`src/rtl/mips_pkg.sv`:
```
// Shared widths, constants and fetch FSM encoding for the MIPS pipeline front end.
package mips_pkg;

    localparam int unsigned ADDR_W  = 16;
    localparam int unsigned INSTR_W = 16;

    localparam logic [INSTR_W-1:0] NOP_INSTR            = 16'h0000;
    localparam logic [3:0]         HALT_OPCODE_DEFAULT  = 4'hF;

    typedef enum logic {
        RUN    = 1'b0,
        HALTED = 1'b1
    } fetch_state_e;

endpackage

```
`src/rtl/instruction_fetch_unit_if.sv`:
```
// Instruction-memory read bus: fetch unit drives the address, ROM returns the word.
interface instruction_fetch_unit_if;
    import mips_pkg::*;

    logic [ADDR_W-1:0]  imem_address;
    logic [INSTR_W-1:0] imem_instruction;

    modport master (
        output imem_address,
        input  imem_instruction
    );

    modport slave (
        input  imem_address,
        output imem_instruction
    );

endinterface

```
`src/rtl/if_id_register.sv`:
```
// IF/ID pipeline register: bubble beats load; hold or no control keeps contents.
module if_id_register
    import mips_pkg::*;
(
    input  logic               clk,
    input  logic               rst,
    input  logic               i_load,
    input  logic               i_bubble,
    input  logic               i_hold,
    input  logic [INSTR_W-1:0] i_instruction,
    input  logic [ADDR_W-1:0]  i_pc_plus2,
    output logic [INSTR_W-1:0] o_instruction,
    output logic [ADDR_W-1:0]  o_pc_plus2,
    output logic               o_valid
);

    logic [INSTR_W-1:0] r_instruction;
    logic [ADDR_W-1:0]  r_pc_plus2;
    logic               r_valid;

    // A bubble keeps pc_plus2 so the decode stage never sees a spurious link value.
    always_ff @(posedge clk or posedge rst) begin
        if (rst) begin
            r_instruction <= NOP_INSTR;
            r_pc_plus2    <= '0;
            r_valid       <= 1'b0;
        end else if (i_bubble) begin
            r_instruction <= NOP_INSTR;
            r_valid       <= 1'b0;
        end else if (i_load && !i_hold) begin
            r_instruction <= i_instruction;
            r_pc_plus2    <= i_pc_plus2;
            r_valid       <= 1'b1;
        end
    end

    assign o_instruction = r_instruction;
    assign o_pc_plus2    = r_pc_plus2;
    assign o_valid       = r_valid;

endmodule

```
`src/rtl/instruction_fetch_unit.sv`:
```
// Fetch stage: PC, RUN/HALTED FSM, redirect/flush/stall handling and IF/ID capture.
module instruction_fetch_unit
    import mips_pkg::*;
#(
    parameter logic [ADDR_W-1:0] RESET_PC    = 16'h0000,
    parameter logic [3:0]        HALT_OPCODE = HALT_OPCODE_DEFAULT
) (
    input  logic                      clk,
    input  logic                      rst,
    input  logic                      stall,
    input  logic                      flush,
    input  logic                      redirect_valid,
    input  logic [ADDR_W-1:0]         redirect_target,
    instruction_fetch_unit_if.master  imem,
    output logic [INSTR_W-1:0]        if_id_instruction,
    output logic [ADDR_W-1:0]         if_id_pc_plus2,
    output logic                      if_id_valid,
    output logic                      halted,
    output logic [15:0]               fetch_count
);

    fetch_state_e      r_state, w_state_next;
    logic [ADDR_W-1:0] r_pc, w_pc_next, w_pc_plus2;
    logic [15:0]       r_fetch_count;
    logic              w_load, w_bubble, w_hold, w_count;
    logic              w_unused_target_lsb;

    assign w_pc_plus2          = r_pc + 16'd2;
    assign w_unused_target_lsb = redirect_target[0];

    // In HALTED only a redirect moves the PC; flush/stall have nothing left to act on.
    always_comb begin
        w_state_next = r_state;
        w_pc_next    = r_pc;
        w_load       = 1'b0;
        w_bubble     = 1'b0;
        w_hold       = 1'b0;
        w_count      = 1'b0;
        if (redirect_valid) begin
            w_pc_next    = {redirect_target[ADDR_W-1:1], 1'b0};
            w_bubble     = 1'b1;
            w_state_next = RUN;
        end else if (r_state == HALTED) begin
            w_bubble = 1'b1;
        end else if (flush) begin
            w_bubble  = 1'b1;
            w_pc_next = w_pc_plus2;
        end else if (stall) begin
            w_hold = 1'b1;
        end else begin
            w_load  = 1'b1;
            w_count = 1'b1;
            if (imem.imem_instruction[15:12] == HALT_OPCODE) begin
                w_state_next = HALTED;
            end else begin
                w_pc_next = w_pc_plus2;
            end
        end
    end

    always_ff @(posedge clk or posedge rst) begin
        if (rst) begin
            r_state       <= RUN;
            r_pc          <= RESET_PC;
            r_fetch_count <= '0;
        end else begin
            r_state <= w_state_next;
            r_pc    <= w_pc_next;
            if (w_count && (r_fetch_count != 16'hFFFF)) begin
                r_fetch_count <= r_fetch_count + 16'd1;
            end
        end
    end

    if_id_register u_if_id_register (
        .clk           (clk),
        .rst           (rst),
        .i_load        (w_load),
        .i_bubble      (w_bubble),
        .i_hold        (w_hold),
        .i_instruction (imem.imem_instruction),
        .i_pc_plus2    (w_pc_plus2),
        .o_instruction (if_id_instruction),
        .o_pc_plus2    (if_id_pc_plus2),
        .o_valid       (if_id_valid)
    );

    assign imem.imem_address = r_pc;
    assign halted            = (r_state == HALTED);
    assign fetch_count       = r_fetch_count;

endmodule

```
`src/flat_wrapper.sv`:
```
// flat-port wrapper written by rule: the top's interface ports become plain ports
module instruction_fetch_unit_flat import mips_pkg::*;
#(
    parameter logic [ADDR_W-1:0] RESET_PC    = 16'h0000,
    parameter logic [3:0]        HALT_OPCODE = HALT_OPCODE_DEFAULT
)
  (clk, rst, stall, flush, redirect_valid, redirect_target, if_id_instruction, if_id_pc_plus2, if_id_valid, halted, fetch_count, imem_imem_address, imem_imem_instruction);
  instruction_fetch_unit_if imem_i ();
  input  logic clk;
  input  logic rst;
  input  logic stall;
  input  logic flush;
  input  logic redirect_valid;
  input  logic [ADDR_W-1:0] redirect_target;
  output logic [INSTR_W-1:0] if_id_instruction;
  output logic [ADDR_W-1:0] if_id_pc_plus2;
  output logic if_id_valid;
  output logic halted;
  output logic [15:0] fetch_count;
  output wire logic [$bits(imem_i.imem_address)-1:0] imem_imem_address;
  input wire logic [$bits(imem_i.imem_instruction)-1:0] imem_imem_instruction;
  assign imem_imem_address = imem_i.imem_address;
  assign imem_i.imem_instruction = imem_imem_instruction;
  instruction_fetch_unit #(.RESET_PC(RESET_PC), .HALT_OPCODE(HALT_OPCODE)) u_core (.clk(clk), .rst(rst), .stall(stall), .flush(flush), .redirect_valid(redirect_valid), .redirect_target(redirect_target), .imem(imem_i), .if_id_instruction(if_id_instruction), .if_id_pc_plus2(if_id_pc_plus2), .if_id_valid(if_id_valid), .halted(halted), .fetch_count(fetch_count));
endmodule
```
`config.mk`:
```
export PLATFORM = sky130hd
export DESIGN_NAME = instruction_fetch_unit_flat
export DESIGN_NICKNAME = d
export VERILOG_FILES = /design/src/rtl/mips_pkg.sv /design/src/rtl/instruction_fetch_unit_if.sv /design/src/rtl/if_id_register.sv /design/src/rtl/instruction_fetch_unit.sv /design/src/flat_wrapper.sv
export SDC_FILE = /design/constraint.sdc
export NUM_CORES = 1
export LEC_CHECK = 0
export ABC_AREA = 0
export BUFFER_PORTS_ARGS = -buffer_cell sky130_fd_sc_hd__buf_2
export CORE_MARGIN = 1.5
export CORE_UTILIZATION = 47
export DETAILED_ROUTE_END_ITERATION = 12
export HOLD_SLACK_MARGIN = 0.08
export MAX_ROUTING_LAYER = met4
export PLACE_DENSITY_LB_ADDON = 0.05
export SYNTH_ARGS = -nofsm -noshare
export SYNTH_HDL_FRONTEND = slang
export SYNTH_HIERARCHICAL = 1
export SYNTH_SLANG_ARGS = --single-unit
```
`constraint.sdc`:
```
create_clock -name clk -period 3.6 [get_ports clk]
set_input_delay 0.36 -clock clk [delete_from_list [all_inputs] [get_ports clk]]
set_output_delay 0.36 -clock clk [all_outputs]
set_load 0.03 [all_outputs]
```
After elaboration in Yosys (flattened, before gate mapping)
Cells that the tools add are included.
{ "classes": {"n_addsub": 2, "eq_ne": 5, "bitwise": 1, "reduce_logical": 6, "muxes": 25} }
{ "ops": {"columns": ["operator", "count"], "rows": [
  ["$mux W16", 7],
  ["$mux W1", 18],
  ["$add A16 B1 Y16 const B", 1],
  ["$add A16 B2 Y16 const B", 1],
  ["$ne A16 B16 Y1 const B", 1],
  ["$eq A4 B4 Y1 const B", 1],
  ["$ne A3 B1 Y1 const B", 1],
  ["$ne A3 B3 Y1 const B", 1],
  ["$reduce_and A3 Y1", 1],
  ["$logic_and A1 B1 Y1", 2],
  ["$ne A2 B2 Y1 const B", 1],
  ["$reduce_and A2 Y1", 1],
  ["$reduce_bool A2 Y1", 1],
  ["$logic_not A1 Y1", 1],
  ["$not A1 Y1", 1]
]} }
{ "totals": {"ff_bits": 66, "in_bits": 37, "output_inout_bits": 66} }

Depth between registers and ports, before layout
{ "depth": {"depth_word": 8, "ltp_mapped": 8} }

Hierarchy
The synthesis kept the hierarchy.
{ "modules_own_cells": {"columns": ["module", "cells_per_inst", "n_inst", "area_each_um2"], "rows": [
  ["instruction_fetch_unit", 206, 1, 1941.9],
  ["if_id_register", 110, 1, 1353.8]
]} }

Worst setup path after synthesis
Ideal clock, no wire load.
{ "synth_path": {"kind": "register to register", "start": "register u_core.r_state, in the netlist u_core/halted", "end": "register u_core.u_if_id_register.r_pc_plus2[0], in the netlist u_core/u_if_id_register/o_pc_plus2[0]", "path_stages_with_launch": 9, "setup_slack_ps": 1593, "required_ps": 3475, "arrival_time_ps": 1881, "n_path_buf": 2, "path_cell_list": "dfrtp_1 -> or3_4 -> nand2b_4 -> clkinv_4 -> nand2b_4 -> buf_6 -> nor2_8 -> buf_12 -> mux2_4"} }
{ "synth_rtl": {"columns": ["element", "line_no", "source"], "rows": [
  ["from (decl)", "instruction_fetch_unit.sv:22", "fetch_state_e r_state, w_state_next;"],
  ["from (signal assigned)", "instruction_fetch_unit.sv:67", "r_state <= w_state_next;"],
  ["$mux W1", "instruction_fetch_unit.sv:43", "end else if (r_state == HALTED) begin"],
  ["$mux W1", "instruction_fetch_unit.sv:39", "if (redirect_valid) begin"],
  ["via u_core.w_bubble", "instruction_fetch_unit.sv:25", "logic w_load, w_bubble, w_hold, w_count;"],
  ["$not A1 Y1 (no source line)", null, null],
  ["$reduce_and A2 Y1 (no source line)", null, null],
  ["to (signal assigned)", "if_id_register.sv:32", "r_pc_plus2 <= i_pc_plus2;"],
  ["to (decl)", "if_id_register.sv:18", "logic [ADDR_W-1:0] r_pc_plus2;"]
]} }
The timed path passes the listed nets, and every way through them passes these cells.
A chain may end at the register's enable or synchronous reset.

Final worst setup path
{ "layout_path": {"start": "register u_core.r_state, in the netlist u_core/halted", "end": "register u_core.u_if_id_register.r_pc_plus2[6], in the netlist u_core/u_if_id_register/o_pc_plus2[6]"} }
Same word-level chain as after synthesis.

==> results.json <==
{
  "status": "finished, final reports clean",
  "layout_commonest_cell": "buf_2",
  "yosysWarnings": 6,
  "p_leak_uw": 0.00196,
  "slew_violations": 0,
  "fillers": 627,
  "wire_per_inst_um": 14.3,
  "fmaxAchievable_ghz": 0.452,
  "ioPinCount": 103,
  "crit_type": "reg2reg",
  "synth_cells": 316,
  "cts_tree": "done",
  "rows": 30,
  "firstDrtPassIters": 4,
  "clock_sinks": 65,
  "drt_drc_violations_left": 0,
  "power_density_mw_per_mm2": 529,
  "numCtsBuffers": 9,
  "setup_viol": 0,
  "r2r_setup_slack_ns": 1.39,
  "hold_class": "in2async",
  "yosysSeqAreaShare_pct": 49.4,
  "ir_drop_uv": 332,
  "postCtsSetupBuffers": 0,
  "postSynthAreaPerCell_um2": 10.4,
  "grt_pass1_vias": 2469,
  "synth_edf_count": 0,
  "drv_cap": 0,
  "cts_resized": 0,
  "yosysTopAreaCell": "dfrtp_1",
  "cp-start-kind": "flop",
  "worst_ep_arrival_time_ns": 2.42,
  "grt_max_degree": 34,
  "final_cell_mix": "buf_2 (100), dfrtp_1 (65), nand2_1 (50), xor2_1 (22), a21oi_1 (20)",
  "finalNonFillerCells": 515,
  "num_vias": 2653,
  "grt_usage_pct": 20.9,
  "worst-path-max-fanout": 20,
  "drive_gt1_share_pct": 34.8,
  "yosysUniqueCellTypes": 45,
  "async_flop_share_pct": 100,
  "detail-route-antenna-nets": 0,
  "nNetsFinal": 454,
  "reg2regPathDepth": 6,
  "reg2reg_from": "u_core/halted",
  "min_period_ns": 2.21,
  "finalCritPeriodShare_pct": 61.4,
  "cp-end-kind": "flop",
  "io_buffers": 100,
  "synth.ff_latch_count": 65,
  "antenna_cells": 0,
  "wl_mm": 7.36,
  "yosys.area.top_type_share_pct": 49.4,
  "finalSetupTns_ns": 0,
  "dp_hpwl_mm": 5.17,
  "relSlewSlack_pct": 53.2,
  "die_h_um": 86.7,
  "fin_skew_ns": 0.00991,
  "startpoint": "u_core/halted",
  "die_x_um": 86.7,
  "clockBufferDepth": 2,
  "clk_pin_slew_ns": 0.07,
  "start_util_pct": 48.5,
  "tightest_slew_ns": 0.698,
  "hold_buffers": 0,
  "antenna_found_initial": 0,
  "core_mm2": 0.00679,
  "grt_pass1_wl_mm": 11.9,
  "clockRootBuffer": "clkbuf_8",
  "dieArea_mm2": 0.00752,
  "clkLatencyLatePin_ns": 0.33,
  "critPathRequiredTime_ns": 3.81,
  "synthToLayoutAreaGrowth_pct": 22.6,
  "drtIter0Drc": 206,
  "syn-cell-area_mm2": 0.00330,
  "grt-ovfl-total": 0,
  "htree_levels": 3,
  "synth.area.top_cells": "dfrtp_1 (49%), xor2_1 (5.8%), nand2_1 (5.7%)",
  "placed_cells": 500,
  "yosys_most_used_dff": "dfrtp_1",
  "viasPerCell": 5.15,
  "globalplace.congestion": 0.788,
  "grt_setup_unrepaired": "no",
  "final_hold_viol_count": 0,
  "rr_endpoint": "u_core/u_if_id_register/o_pc_plus2[6]"
}
-- worst max path at each step --
| stage | depth (start not counted) | endpoint |
|---|---|---|
| after floorplan | 8 | u_core/u_if_id_register/o_pc_plus2[0] |
| after global placement | 7 | u_core/u_if_id_register/o_pc_plus2[4] |
| after detailed placement | 7 | u_core/u_if_id_register/o_pc_plus2[2] |
| after CTS | 6 | u_core/u_if_id_register/o_pc_plus2[2] |
| after global routing | 6 | u_core/u_if_id_register/o_pc_plus2[5] |
| final | 6 | u_core/u_if_id_register/o_pc_plus2[6] |
-- metal layers --
| metal | global-route usage (%) | part of all wire, % | vias up |
|---|---|---|---|
| li1 | - | - | 1309 |
| met1 | 27.5 | 46 | 1270 |
| met2 | 31.3 | 47 | 65 |
| met3 | 4.38 | 5.1 | 9 |
| met4 | 9.53 | 1.5 | 0 |
| met5 | - | 0 | - |
-- where the power goes --
part	total, uW	switching [uW]	internal, uW
Clock	607	255	352
Sequential	944	107	836
Combinational	585	376	210
-- flip-flops by register name, indices dropped and copies added, names as in the netlist --
name,flops
u_core/imem.imem_address,15
u_core/fetch_count,16
u_core/u_if_id_register/o_instruction,16
u_core/u_if_id_register/o_pc_plus2,16
u_core/halted,1
u_core/u_if_id_register/o_valid,1
-- area by class of cell --
type                    count  area [um2]  share of cell area (%)
well taps                  96         120                    2.97
multi-input cells         226        1530                    37.9
clock inverters             3        40.0                   0.991
repair buffers            103         523                    12.9
clock buffers              12         155                    3.84
inverters                  10        42.5                    1.05
flip-flops and latches     65        1630                    40.3
-- synthesized netlist by cell type (8+ instances only) --
| cell | count |
|---|---|
| mux2_4 | 10 |
| inv_1 | 8 |
| nand2_1 | 50 |
| xor2_1 | 22 |
| or4_1 | 8 |
| nand3_1 | 10 |
| dfrtp_1 | 65 |
| nor2_1 | 18 |
| a21oi_1 | 20 |
| mux2_2 | 8 |
-- critical path, stage by stage (launching register included) --
cell and delay [ns]:
dfrtp_1 0.39, or3_4 0.51, nand2b_4 0.22, clkinv_4 0.08, nand2b_4 0.15, nor2_8 0.34, mux2_2 0.38
-- cells by family after synthesis --
kind of cell | synth area share (%)
AND/OR/NAND/NOR | 19.7
XOR/XNOR | 7.71
adder cells (fa/ha/maj) | 0.759
other | 0.114
multiplexers | 7.90
flip-flops | 49.4
AO/OA/AOI/OAI | 10.2
buffers and inverters | 4.29
-- metrics by stage --
stage	power, uW	hold WS [ns]	setup WS [ns]	area, um2	util, %
4_1_cts	2170	0.132	1.38	4040	59.4
5_1_grt	2250	0.164	1.28	4040	59.4
3_5_place_dp	1550	0.490	1.17	3840	56.6
6_report	2140	0.128	1.39	4040	59.4
3_3_place_gp	1540	0.488	1.19	3840	56.6
2_1_floorplan	1360	0.468	1.59	3300	-
Note: power is estimated with default switching activity, not from simulation.
